===== config.mk =====
export PLATFORM = sky130hd
export DESIGN_NAME = mod_updown_ctr_flat
export DESIGN_NICKNAME = d
export VERILOG_FILES = /design/src/rtl/ctr_pkg.sv /design/src/rtl/mod_updown_ctr_if.sv /design/src/rtl/mod_updown_ctr_jk_cell.sv /design/src/rtl/mod_updown_ctr.sv /design/src/flat_wrapper.sv
export SDC_FILE = /design/constraint.sdc
export NUM_CORES = 1
export LEC_CHECK = 0
export CAP_MARGIN = 20
export CELL_PAD_IN_SITES_DETAIL_PLACEMENT = 0
export CELL_PAD_IN_SITES_GLOBAL_PLACEMENT = 1
export CORE_MARGIN = 3
export CORE_UTILIZATION = 31
export DETAILED_ROUTE_END_ITERATION = 8
export MAX_ROUTING_LAYER = met4
export PLACE_DENSITY = 0.75
export SLEW_MARGIN = 30
export SYNTH_ARGS = -nofsm -noshare
export SYNTH_HDL_FRONTEND = slang
export SYNTH_SLANG_ARGS = --single-unit

===== constraint.sdc =====
create_clock -name clk -period 4.25 [get_ports clk]
set_input_delay 0.85 -clock clk [delete_from_list [all_inputs] [get_ports clk]]
set_output_delay 0.85 -clock clk [all_outputs]
set_load 0.01 [all_outputs]

===== src/rtl/ctr_pkg.sv =====
// Shared constants and helpers for the up/down counter family.
// clog2_f lets instantiators size WIDTH from a desired MODULUS.
package ctr_pkg;

  localparam int SAT_WRAP = 0;
  localparam int SAT_HOLD = 1;

  // Bits needed to hold values 0..value-1 (value >= 2).
  function automatic int clog2_f(input int value);
    int r;
    r = 0;
    for (int i = 0; i < 31; i++) begin
      if ((1 << i) < value) r = i + 1;
    end
    return r;
  endfunction

endpackage


===== src/rtl/mod_updown_ctr_if.sv =====
// Control/status bundle for mod_updown_ctr: the master drives the controls,
// the slave (the counter) returns the count and flags.
interface mod_updown_ctr_if #(
  parameter int WIDTH = 4
) ();

  logic             en;
  logic             up_dn;
  logic             load;
  logic [WIDTH-1:0] d;
  logic [WIDTH-1:0] q;
  logic             tc;
  logic             ovf;

  modport master (output en, up_dn, load, d, input q, tc, ovf);
  modport slave  (input en, up_dn, load, d, output q, tc, ovf);

endinterface


===== src/rtl/mod_updown_ctr_jk_cell.sv =====
// Single JK flip-flop with synchronous active-high reset; one per counter bit.
module mod_updown_ctr_jk_cell (
  input  logic clk,
  input  logic rst,
  input  logic j_i,
  input  logic k_i,
  output logic q_o
);

  logic q_q;
  logic q_d;

  always_comb begin
    q_d = q_q;
    case ({j_i, k_i})
      2'b01:   q_d = 1'b0;
      2'b10:   q_d = 1'b1;
      2'b11:   q_d = ~q_q;
      default: q_d = q_q;
    endcase
  end

  always_ff @(posedge clk) begin
    if (rst) q_q <= 1'b0;
    else     q_q <= q_d;
  end

  assign q_o = q_q;

endmodule


===== src/rtl/mod_updown_ctr.sv =====
// Parametrised synchronous up/down counter built from JK cells, with load,
// wrap/saturate at range ends, combinational terminal count and registered overflow.
module mod_updown_ctr
  import ctr_pkg::*;
#(
  parameter int WIDTH    = 4,
  parameter int MODULUS  = 2 ** WIDTH,
  parameter int SATURATE = SAT_WRAP
) (
  input logic             clk,
  input logic             rst,
  mod_updown_ctr_if.slave bus
);

  localparam logic [WIDTH-1:0] MAX_V = WIDTH'(MODULUS - 1);
  localparam bit               HOLD  = (SATURATE == SAT_HOLD);

  logic [WIDTH-1:0] cnt_q;
  logic [WIDTH-1:0] t_up;
  logic [WIDTH-1:0] t_dn;
  logic [WIDTH-1:0] tog;
  logic [WIDTH-1:0] v;
  logic [WIDTH-1:0] j;
  logic [WIDTH-1:0] k;
  logic             force_v;
  logic             at_max;
  logic             at_min;
  logic             tc_raw;
  logic             ovf_d;
  logic             ovf_q;

  assign at_max = (cnt_q == MAX_V);
  assign at_min = (cnt_q == '0);

  // Toggle masks for a plain binary step; each cell also gets J/K from the mux below.
  for (genvar gi = 0; gi < WIDTH; gi++) begin : g_bit
    if (gi == 0) begin : g_lsb
      assign t_up[gi] = 1'b1;
      assign t_dn[gi] = 1'b1;
    end else begin : g_upper
      assign t_up[gi] = &cnt_q[gi-1:0];
      assign t_dn[gi] = &(~cnt_q[gi-1:0]);
    end

    mod_updown_ctr_jk_cell u_cell (
      .clk (clk),
      .rst (rst),
      .j_i (j[gi]),
      .k_i (k[gi]),
      .q_o (cnt_q[gi])
    );
  end

  // Load and range-end cases force a value; ordinary steps toggle.
  always_comb begin
    force_v = 1'b0;
    v       = cnt_q;
    tog     = '0;
    if (bus.load) begin
      force_v = 1'b1;
      v       = (bus.d > MAX_V) ? MAX_V : bus.d;
    end else if (bus.en) begin
      if (bus.up_dn) begin
        if (at_max) begin
          force_v = 1'b1;
          v       = HOLD ? cnt_q : '0;
        end else begin
          tog = t_up;
        end
      end else begin
        if (at_min) begin
          force_v = 1'b1;
          v       = HOLD ? cnt_q : MAX_V;
        end else begin
          tog = t_dn;
        end
      end
    end
  end

  assign j = force_v ? v  : tog;
  assign k = force_v ? ~v : tog;

  assign tc_raw = ~rst & bus.en & ~bus.load &
                  ((bus.up_dn & at_max) | (~bus.up_dn & at_min));
  assign ovf_d  = tc_raw;

  always_ff @(posedge clk) begin
    if (rst) ovf_q <= 1'b0;
    else     ovf_q <= ovf_d;
  end

  assign bus.q   = cnt_q;
  assign bus.tc  = tc_raw;
  assign bus.ovf = ovf_q;

endmodule

===== src/flat_wrapper.sv =====
// flat-port wrapper written by rule: the top's interface ports become plain ports
module mod_updown_ctr_flat import ctr_pkg::*;
#(
  parameter int WIDTH    = 4,
  parameter int MODULUS  = 2 ** WIDTH,
  parameter int SATURATE = SAT_WRAP
)
  (clk, rst, bus_en, bus_up_dn, bus_load, bus_d, bus_q, bus_tc, bus_ovf);
  mod_updown_ctr_if #(.WIDTH(WIDTH)) bus_i ();
  input logic clk;
  input logic rst;
  input wire logic [$bits(bus_i.en)-1:0] bus_en;
  input wire logic [$bits(bus_i.up_dn)-1:0] bus_up_dn;
  input wire logic [$bits(bus_i.load)-1:0] bus_load;
  input wire logic [$bits(bus_i.d)-1:0] bus_d;
  output wire logic [$bits(bus_i.q)-1:0] bus_q;
  output wire logic [$bits(bus_i.tc)-1:0] bus_tc;
  output wire logic [$bits(bus_i.ovf)-1:0] bus_ovf;
  assign bus_i.en = bus_en;
  assign bus_i.up_dn = bus_up_dn;
  assign bus_i.load = bus_load;
  assign bus_i.d = bus_d;
  assign bus_q = bus_i.q;
  assign bus_tc = bus_i.tc;
  assign bus_ovf = bus_i.ovf;
  mod_updown_ctr #(.WIDTH(WIDTH), .MODULUS(MODULUS), .SATURATE(SATURATE)) u_core (.clk(clk), .rst(rst), .bus(bus_i));
endmodule

Word-level counts from Yosys, hierarchy flattened:

Cells that the tools add are included.

* memory bits (read-only): 0
* output and inout bits: 6
* register bits: 5
* memories: 0
* RAM bits: 0
* latch bits: 0
* logic and storage cells: 66
* input bits: 9

* bitwise operators: 16
* order comparisons: 1
* muxes and demuxes: 22
* multipliers: 0
* add/sub/neg operators: 0
* div/mod/pow operators: 0
* shift operators: 0
* equal/unequal tests: 13
* reduce and logical (&&, ||, !) cells: 9

Operator list (count)
* 4-bit 2-to-1 mux: 13
* 2-bit equality test, second input constant: 8
* 1-bit one-hot mux with 3 select lines: 4
* 3-bit nonzero test: 4
* 2-bit by 1-bit equality test with 1-bit output, second input constant: 4
* 1-bit inverter: 7
* 3-bit AND reduction: 2
* 1-bit AND: 5
* 1-bit 2-to-1 mux: 5
* 4-bit equality test, second input constant: 1
* 4-bit greater-than comparator, second input constant: 1
* 4-bit logical NOT: 1
* 4-bit inverter: 1
* 2-bit AND reduction: 2
* 3-bit inverter: 1
* 2-bit inverter: 1
* 1-bit bitwise OR: 1

Depth between registers and ports, before layout:

Gate-level depths: netlist (run 1).

* word-level depth: 9
* gate-level depth with buffers: 5

Cells and area by module:

Synthesis (run 1) repeated with hierarchy kept, for this count alone.

* cell total of the unflattened synthesis: 65
* area total of the unflattened synthesis: 496.7 um^2

Modules (own cells, without submodules)
* mod_updown_ctr: cells each 49, area each 301.5 um^2, instances 1, sequential area each 20.0 um^2
* mod_updown_ctr_jk_cell: cells each 4, area each 48.8 um^2, instances 4, sequential area each 20.0 um^2

Least setup slack after synthesis (run 1):

Ideal clock, no wire load.

* path type: input to output
* start point: input port bus_up_dn
* end point: output port bus_tc
* required time: 3400 ps
* path slack: 1574 ps
* stages: 3
* data arrival time: 1826 ps
* buffers on the path: 0
* cell sequence: or4_4 > or3_4 > a21boi_1

* longest elaborated chain between the ends: 4
* elaborated cells between the ends (all ways): 5
* those cells by class: 5 x bitwise

RTL lines
* from (decl): line flat_wrapper.sv:13 `input wire logic [$bits(bus_i.up_dn)-1:0] bus_up_dn;`
* 1-bit inverter: line mod_updown_ctr.sv:85 `((bus.up_dn & at_max) | (~bus.up_dn & at_min));`
* 1-bit AND: line mod_updown_ctr.sv:85
* 1-bit bitwise OR *: line mod_updown_ctr.sv:85
* 1-bit AND *: line mod_updown_ctr.sv:84 `assign tc_raw = ~rst & bus.en & ~bus.load &`
* to (decl): line flat_wrapper.sv:17 `output wire logic [$bits(bus_i.tc)-1:0] bus_tc;`

Mark *: on every way between the ends. The rest lies on a longest branch, timed or not.

Final worst setup path (run 1):

Same ends and word-level chain as after synthesis.

==> summary.txt, run 1 <==
Run status
  – Status: completed

Routing
  – Antenna Nets Post-Route: 0
  – Vias after detailed routing: 404
  – Iter 0 DRT Violations: 5
  – Met3 wire length: 43 um
  – Met2 WL: 378 um
  – Routed wire length: 881 um
  – DR top layer: met4
  – Initial DRT Pass Iterations: 2
  – Vias per inst: 5.18
  – Drt drc: 0
  – M1 wire length: 444 um
  – Wire per inst: 11.3 um

CTS
  – Clock buffer depth: 2
  – Clock-pin slew on the worst setup and hold paths: 0.04 ns
  – H-tree levels: 1
  – Clock latency at the later pin of the worst-skew pair: 0.24 ns
  – CTS Buf Count: 3
  – Clock sinks: 5
  – CTS resizes: 0
  – Hold_buf cts: 0
  – CTS tree: done
  – CTS root buffer: clkbuf_4
  – Post-CTS Setup Bufs: 0

STA
  – Final setup viols: 0
  – Slew Limit Fails: 0
  – RSZ-0062 raised after global routing: false
  – Worst-Margin Slew: 0.365 ns
  – Slew headroom: 75.3%
  – FMAX: 0.269 GHz
  – Fin crit period: 3.71 ns
  – Hold_ws: 0.627 ns
  – Clock skew: 0.00234 ns
  – Final hold vios: 0
  – Setup TNS: 0 ns
  – Tcrit/Tclk final: 87.4%

Yosys
  – Sequential cell area fraction in the yosys report: 24.4%
  – Distinct cells, synth: 27
  – Synth Cell Area: 410 um2
  – Synthesized instance count: 52
  – Avg Cell Area, Syn: 7.89 um2
  – Post-synthesis net count: 61
  – Yosys reg bits: 5
  – Synth warn: 0

Die
  – # IOs: 15
  – Core area: 0.00117 mm2
  – Initial Util: 35.0%
  – DIE HEIGHT: 42.4 um
  – Num rows: 12
  – Die X: 42.4 um
  – Die area: 0.00180 mm2

Worst setup path
  – RR Startpoint: u_core.g_bit[0].u_cell.q_o$_SDFFE_PP0P_
  – Crit. End Element: primary output
  – Crit path from: bus_up_dn
  – Crit path DAT: 2.86 ns
  – CP Max Fanout: 8
  – Critical path type: in2out
  – Startpoint Class: input port
  – CP Data Required Time: 3.40 ns

Cells and area
  – Multi-input logic area: 248 um2
  – Most common cell after layout, fill and taps aside: clkdlybuf4s50_1
  – Final #Nets: 74
  – Register area: 100 um2
  – Antenna cells: 0
  – Number of fill cells: 131
  – Layout cells sized above 1: 10.9%
  – Area grow syn2layout: 34.1%
  – Most frequent cells in the layout: clkdlybuf4s50_1, dfxtp_1, nor2_1, a21oi_1, o21ai_0

Power and ir drop
  – Worst VDD drop: 0.0875 mV
  – Power per cell area: 275 mW/mm2
  – Lkg Pwr: 0.197 nW

Worst hold path
  – HP Class: reg2reg
  – Hold_sp: u_core.g_bit[3].u_cell.q_o$_SDFFE_PP0P_

Placement
  – Port Buf Inserts: 14
  – HPWL Detailed: 673 um
  – Routability congestion estimate: 0.734

Global route
  – Global-route wire length before repair: 1440 um
  – Vias in the first global route: 323
  – Antenna violations before repair: 0
  – Total track usage: 10.7%
  – GRT Residual Overflow: 0
  – Pin count of the biggest net entering global routing: 15

Flow run
  – Max Cap Viol: 0
[metrics by stage]
stage               utilization [%]  total power [mW]  worst slack [ns]  cells  area [um2]
floorplan                         -            0.0834              1.57     52         410
global placement               44.8            0.0980             0.558     74         524
detailed placement             44.8            0.0980             0.540     74         524
CTS                            47.0             0.154             0.543     78         551
global route                   47.0             0.160             0.450     78         551
finish                         47.0             0.152             0.537     78         551
[power breakdown]
| group | switching, mW | internal, mW | leakage (nW) |
|---|---|---|---|
| Clock | 0.0191 | 0.0355 | 0.0150 |
| Sequential | 0.00726 | 0.0505 | 0.0413 |
| Combinational | 0.0153 | 0.0240 | 0.141 |
[sequential cells by signal, summed over array words and instances, names as in the netlist]
| name | cells |
|---|---|
| u_core.g_bit.u_cell.q_o | 4 |
| u_core.bus.ovf | 1 |
[logic make-up after synthesis]
kind of cell    share of synthesized area [%]
buf+inv                                  15.2
simple gates                             27.1
flops                                    24.4
compound gates                           26.5
mux                                      2.44
xor+xnor                                 4.27
[worst max-delay path, stage by stage]
cell and delay [ns]:
clkdlybuf4s50_1 0.52, or4_4 0.45, or3_4 0.35, a21boi_1 0.14, clkdlybuf4s50_1 0.55
[worst paths after layout]
| kind | end | slack, ns | cells after the start |
|---|---|---|---|
| worst max register to register | u_core.g_bit[2].u_cell.q_o$_SDFFE_PP0P_ | 2.59 | 4 |
| worst min-delay path | u_core.bus.ovf$_SDFF_PP0_ | 0.63 | 2 |
| worst min register to register | u_core.bus.ovf$_SDFF_PP0_ | 0.63 | 2 |
| worst max-delay path | bus_tc | 0.54 | 5 |
[final cells by class]
| type | instances | area share [%] |
|---|---|---|
| Multi-Input combinational cell | 37 | 45.0 |
| Timing Repair Buffer | 15 | 26.8 |
| Sequential cell | 5 | 18.2 |
| Clock buffer | 4 | 4.77 |
| Tap cell | 14 | 3.18 |
| Inverter | 3 | 2.05 |
[synthesized netlist by cell type]
master / count / area (um2)
o21ai_0: 4 / 20.0
o21a_1: 3 / 22.5
nor2_1: 4 / 15.0
nor2b_1: 1 / 6.26
xor2_1: 1 / 8.76
xnor2_1: 1 / 8.76
o2bb2ai_1: 1 / 8.76
or3_4: 1 / 11.3
a21boi_0: 1 / 7.51
a21boi_1: 2 / 15.0
a311oi_1: 1 / 8.76
buf_2: 2 / 10.0
nor4b_1: 2 / 17.5
nor3b_1: 2 / 15.0
o22ai_1: 1 / 6.26
nand2b_1: 1 / 6.26
nand4_1: 2 / 12.5
buf_4: 4 / 30.0
nand3_1: 1 / 5.00
or4_4: 1 / 11.3
mux2i_1: 1 / 10.0
and3_2: 1 / 7.51
dfxtp_1: 5 / 100
a21oi_1: 4 / 20.0
nand2_1: 1 / 3.75
inv_1: 3 / 11.3
buf_6: 1 / 11.3
[layer usage]
| metal | up-vias | global-route usage (%) |
|---|---|---|
| li1 | 210 | - |
| met1 | 179 | 15.3 |
| met2 | 13 | 13.1 |
| met3 | 2 | 1.72 |
| met4 | 0 | 7.45 |
| met5 | - | - |
No activity file was read; power rests on OpenSTA's default activity.
==> run 2, diff against run 1 <==
--- a/config.mk
+++ b/config.mk
@@ -6,5 +6,5 @@
 export NUM_CORES = 1
 export LEC_CHECK = 0
-export CAP_MARGIN = 20
+export CAP_MARGIN = 30
 export CELL_PAD_IN_SITES_DETAIL_PLACEMENT = 0
 export CELL_PAD_IN_SITES_GLOBAL_PLACEMENT = 1
==> constraint.sdc (replaced) <==
create_clock -name clk -period 4.25 [get_ports clk]
set_input_delay 0.425 -clock clk [delete_from_list [all_inputs] [get_ports clk]]
set_output_delay 0.425 -clock clk [all_outputs]
set_load 0.01 [all_outputs]
==> run 2 against run 1 <==
Effect of this change:
- power up 0.42%
- clock power up 2%
- critical path depth unchanged
- count of clock-buffer cells in the layout unchanged
- register-to-register slack about the same
- die area unchanged
- sequential cell count unchanged
- clock skew down 0.0021 ns
- via count down 1.2%
- fmax up 29%
- global-route usage up 0.37 points
- largest cell class unchanged
- largest power group unchanged
- highest routed layer unchanged
==> summary.txt, run 2 (same netlist as run 1, synthesis figures left out) <==
STA
  – Setup TNS: 0 ns (unchanged)
  – Final setup viols: 0 (unchanged)
  – Slew Limit Fails: 0 (unchanged)
  – RSZ-0062 raised after global routing: false
  – Worst setup margin: 1.38 ns (+0.841 ns)
  – Tcrit/Tclk final: 67.6% (-20 points)
  – Worst-Margin Slew: 0.462 ns (+0.0967 ns)
  – Clock skew: 0.000252 ns (-0.00209 ns)
  – FMAX: 0.348 GHz (+29%)
  – Fin crit period: 2.87 ns (-0.841 ns)
  – Slew headroom: 69.1% (-6.2 points)
  – Final hold vios: 0 (unchanged)

Routing
  – Drt drc: 0 (unchanged)
  – Antenna Nets Post-Route: 0 (unchanged)
  – Wire per inst: 11.6 um (+2.6%)
  – Vias per inst: 5.18 (about the same)
  – Routed wire length: 892 um (+1.2%)
  – Iter 0 DRT Violations: 9 (+4)
  – Initial DRT Pass Iterations: 4 (+2)
  – Vias after detailed routing: 399 (-1.2%)

Die
  – Die area: 0.00180 mm2 (unchanged)
  – DIE HEIGHT: 42.4 um (unchanged)
  – Core area: 0.00117 mm2 (unchanged)
  – Initial Util: 35.0% (unchanged)
  – Die X: 42.4 um (unchanged)
  – # IOs: 15 (unchanged)
  – Num rows: 12 (unchanged)

Worst setup path
  – Crit. End Element: primary output
  – CP Cell Sequence: clkdlybuf4s50_1 > or4_4 > or3_4 > a21boi_1 > clkdlybuf4s50_1
  – Crit path DAT: 2.45 ns (-0.41 ns)
  – Crit-path most repeated cell: clkdlybuf4s50_1
  – CP Data Required Time: 3.83 ns (+0.43 ns)
  – Critical path type: in2out
  – Biggest cell delay along the critical path: 0.55 ns (about the same)
  – Startpoint Class: input port
  – Slowest cell on the critical path: clkdlybuf4s50_1
  – CP Max Fanout: 8 (unchanged)

CTS
  – Clock-pin slew on the worst setup and hold paths: 0.04 ns (about the same)
  – CTS Buf Count: 3 (unchanged)
  – Hold_buf cts: 0 (unchanged)
  – CTS resizes: 0 (unchanged)
  – Post-CTS Setup Bufs: 0 (unchanged)
  – CTS root buffer: clkbuf_4
  – H-tree levels: 1 (unchanged)
  – CTS tree: done
  – Clock sinks: 5 (unchanged)
  – Clock latency at the later pin of the worst-skew pair: 0.24 ns (about the same)
  – Clock buffer depth: 2 (unchanged)

Cells and area
  – Post-route cell area: 543 um2 (-1.4%)
  – Most frequent cells in the layout: clkdlybuf4s50_1, dfxtp_1, nor2_1, a21oi_1, o21ai_0
  – Area grow syn2layout: 32.3%
  – Max reg flops: 4 (unchanged)
  – Most common cell after layout, fill and taps aside: clkdlybuf4s50_1
  – Number of fill cells: 125 (-4.6%)
  – Fin util: 46.4% (-0.64 points)
  – Layout cells sized above 1: 9.52% (-1.4 points)
  – Fin cells: 77 (-1.3%)
  – Final #Nets: 73 (-1.4%)
  – Antenna cells: 0 (unchanged)

Power and ir drop
  – Power per cell area: 280 mW/mm2 (+1.8%)
  – Worst VDD drop: 0.0998 mV (+14%)
  – Lkg Pwr: 0.193 nW (-2.4%)

Global route
  – Vias in the first global route: 332 (+2.8%)
  – Pin count of the biggest net entering global routing: 15 (unchanged)
  – Antenna violations before repair: 0 (unchanged)
  – Global-route wire length before repair: 1500 um (+4.3%)
  – GRT Residual Overflow: 0 (unchanged)
  – Total track usage: 11.0% (+0.37 points)

Placement
  – Pre-CTS setup slack: 1.39 ns (+0.853 ns)
  – Placed instance count: 73 (-1.4%)
  – Post-Place Cell Area: 517 um2 (-1.4%)
  – Routability congestion estimate: 0.734 (about the same)
  – Port Buf Inserts: 14 (unchanged)
  – HPWL Detailed: 646 um (-4.0%)

Worst hold path
  – HP Class: reg2reg

Run status
  – Status: completed

Flow run
  – Max Cap Viol: 0 (unchanged)
## run 2: changes by cell type in the layout (fill, tap and decap cells not counted)
cell   change
buf_4      -1
## run 2: final cells by class
type | instances | area (um2) | area share [%]
Multi-Input combinational cell | 37 | 248 | 45.6
Clock buffer | 4 | 26.3 | 4.84
Inverter | 3 | 11.3 | 2.07
Sequential cell | 5 | 100 | 18.4
Tap cell | 14 | 17.5 | 3.23
Timing Repair Buffer | 14 | 140 | 25.8
## run 2: power breakdown
part / leakage [nW] / internal (mW) / switching [mW]
Sequential: 0.0413 / 0.0505 / 0.00725
Combinational: 0.136 / 0.0234 / 0.0153
Clock: 0.0150 / 0.0355 / 0.0203
Total: 0.193 / 0.109 / 0.0428
## run 2: layer usage
| layer | track usage (%) | up-vias | share of wire, % |
|---|---|---|---|
| li1 | - | 206 | - |
| met2 | 14.9 | 13 | 43 |
| met5 | - | - | 0 |
| met3 | 3.00 | 2 | 6.2 |
| met4 | 5.59 | 0 | 1.1 |
| met1 | 14.8 | 178 | 49 |
## run 2: per-stage QoR
step | hold WS [ns] | total power, mW
floorplan | 0.497 | 0.0834
global placement | 0.639 | 0.0973
detailed placement | 0.623 | 0.0971
CTS | 0.631 | 0.153
global route | 0.666 | 0.163
finish | 0.627 | 0.152
## run 2: path summary, 6_finish.rpt
| kind | startpoint | slack (ns) | cells after the start | endpoint |
|---|---|---|---|---|
| max | bus_up_dn | 1.38 | 5 | bus_tc |
| min | u_core.g_bit[3].u_cell.q_o$_SDFFE_PP0P_ | 0.63 | 2 | u_core.bus.ovf$_SDFF_PP0_ |
| max reg2reg | u_core.g_bit[0].u_cell.q_o$_SDFFE_PP0P_ | 2.59 | 4 | u_core.g_bit[2].u_cell.q_o$_SDFFE_PP0P_ |
| min reg2reg | u_core.g_bit[3].u_cell.q_o$_SDFFE_PP0P_ | 0.63 | 2 | u_core.bus.ovf$_SDFF_PP0_ |
## run 2: critical path, delay by kind of cell
| family | cells | cell delay, ns |
|---|---|---|
| AOI/OAI and AO/OA | 1 | 0.14 |
| and+or+nand+nor | 2 | 0.82 |
| buffers and inverters | 2 | 1.07 |
==> run 3, diff against run 2 <==
CORE_UTILIZATION = 29   (was 31)
PLACE_DENSITY = 0.7   (was 0.75)
clock period = 3 ns   (was 4.25 ns; I/O delays follow)
==> run 3 against run 2 <==
Effect of this change:
- clock skew is 0.0031 ns higher
- routed wire length is 4.3% higher
- critical endpoint unchanged
- worst hold slack worse by 0.017 ns
==> summary.txt, run 3 (same netlist as run 1, synthesis figures left out) <==
Die
  – Die X: 43.6 um (+2.9%)
  – Num rows: 12 (unchanged)
  – Initial Util: 33.7% (-1.3 points)
  – Die area: 0.00190 mm2 (+5.9%)
  – # IOs: 15 (unchanged)
  – DIE HEIGHT: 43.6 um (+2.9%)
  – Core area: 0.00122 mm2 (+3.8%)

Power and ir drop
  – Lkg Pwr: 0.197 nW (+2.5%)
  – Worst VDD drop: 0.216 mV (+120%)
  – Power per cell area: 394 mW/mm2 (+41%)
  – Design Power: 217 uW (+42%)

CTS
  – Clock latency at the later pin of the worst-skew pair: 0.25 ns (about the same)
  – CTS tree: done
  – CTS root buffer: clkbuf_4
  – H-tree levels: 1 (unchanged)
  – Clock-pin slew on the worst setup and hold paths: 0.04 ns (about the same)
  – CTS resizes: 0 (unchanged)
  – Hold_buf cts: 0 (unchanged)
  – Post-CTS Setup Bufs: 0 (unchanged)
  – CTS Buf Count: 3 (unchanged)
  – Clock sinks: 5 (unchanged)
  – Clock buffer depth: 2 (unchanged)

STA
  – RSZ-0062 raised after global routing: false
  – Worst-Margin Slew: 0.484 ns (+0.0222 ns)
  – Slew headroom: 67.6% (-1.5 points)
  – FMAX: 0.393 GHz
  – Tcrit/Tclk final: 84.7%
  – Slew Limit Fails: 0 (unchanged)
  – Hold_ws: 0.610 ns (-0.0173 ns)
  – Final hold vios: 0 (unchanged)
  – Clock skew: 0.00331 ns (+0.00306 ns)
  – Setup TNS: 0 ns (unchanged)
  – Fin crit period: 2.54 ns
  – Final setup viols: 0 (unchanged)

Flow run
  – Max Cap Viol: 0 (unchanged)

Routing
  – Drt drc: 0 (unchanged)
  – Iter 0 DRT Violations: 1 (-8)
  – Routed wire length: 930 um (+4.3%)
  – Vias after detailed routing: 399 (unchanged)
  – Vias per inst: 5.12 (-1.3%)
  – Antenna Nets Post-Route: 0 (unchanged)
  – Wire per inst: 11.9 um (+2.9%)
  – Initial DRT Pass Iterations: 2 (-2)

Worst setup path
  – CP Max Fanout: 9 (+1)
  – Critical path type: reg2out
  – Crit. End Element: primary output
  – Crit path DAT: 2.24 ns (-0.21 ns)
  – CP Data Required Time: 2.70 ns (-1.13 ns)
  – Startpoint Class: flop

Placement
  – Routability congestion estimate: 0.847 (+15%)
  – Port Buf Inserts: 14 (unchanged)
  – HPWL Detailed: 686 um (+6.2%)

Global route
  – GRT Residual Overflow: 0 (unchanged)
  – Pin count of the biggest net entering global routing: 15 (unchanged)
  – Vias in the first global route: 357 (+7.5%)
  – Antenna violations before repair: 0 (unchanged)
  – Global-route wire length before repair: 1580 um (+5.5%)
  – Total track usage: 11.8% (+0.81 points)

Cells and area
  – Most frequent cells in the layout: clkdlybuf4s50_1, dfxtp_1, nor2_1, a21oi_1, o21ai_0
  – Final #Nets: 74 (+1.4%)
  – Max reg flops: 4 (unchanged)
  – Most common cell after layout, fill and taps aside: clkdlybuf4s50_1
  – Antenna cells: 0 (unchanged)
  – Area grow syn2layout: 34.1%
  – Layout cells sized above 1: 10.9% (+1.4 points)

Worst hold path
  – HP Class: reg2reg

Run status
  – Status: completed
run 3: cell type report:
type | count | area [um2]
Fill cell | 131 | 666
Multi-Input combinational cell | 37 | 248
Timing Repair Buffer | 15 | 148
Sequential cell | 5 | 100
Clock buffer | 4 | 26.3
Tap cell | 14 | 17.5
Inverter | 3 | 11.3
run 3: path summary, 6_finish.rpt:
path	end	slack [ns]	cells after the start	start
worst max-delay path	bus_tc	0.46	4	u_core.g_bit[0].u_cell.q_o$_SDFFE_PP0P_
worst min-delay path	u_core.bus.ovf$_SDFF_PP0_	0.61	2	u_core.g_bit[3].u_cell.q_o$_SDFFE_PP0P_
worst max register to register	u_core.g_bit[2].u_cell.q_o$_SDFFE_PP0P_	1.32	4	u_core.g_bit[0].u_cell.q_o$_SDFFE_PP0P_
worst min register to register	u_core.bus.ovf$_SDFF_PP0_	0.61	2	u_core.g_bit[3].u_cell.q_o$_SDFFE_PP0P_
run 3: worst max-delay path, cell delays in order, from the launching register on:
cell	delay, ns
dfxtp_1	0.39
or4_4	0.56
or3_4	0.36
a21boi_1	0.13
clkdlybuf4s50_1	0.55
run 3: per-layer routing:
layer,vias to the layer above,routed length (um),track usage [%]
met4,0,12,5.42
li1,209,-,-
met2,10,380,16.0
met1,177,471,13.5
met3,3,65,7.47
met5,-,0,-
run 3: power by group:
| part | total [mW] | internal (mW) | switching (mW) |
|---|---|---|---|
| logic | 0.0555 | 0.0340 | 0.0216 |
| clock network | 0.0800 | 0.0504 | 0.0296 |
| registers | 0.0815 | 0.0716 | 0.00988 |
| total | 0.217 | 0.156 | 0.0611 |
run 3: through the flow:
stage	util, %	instance area, um2	cells	setup WS [ns]
floorplan	-	410	52	1.19
global placement	43.1	524	74	0.521
detailed placement	43.1	524	74	0.501
CTS	45.3	551	78	0.427
global route	45.3	551	78	0.350
finish	45.3	551	78	0.458
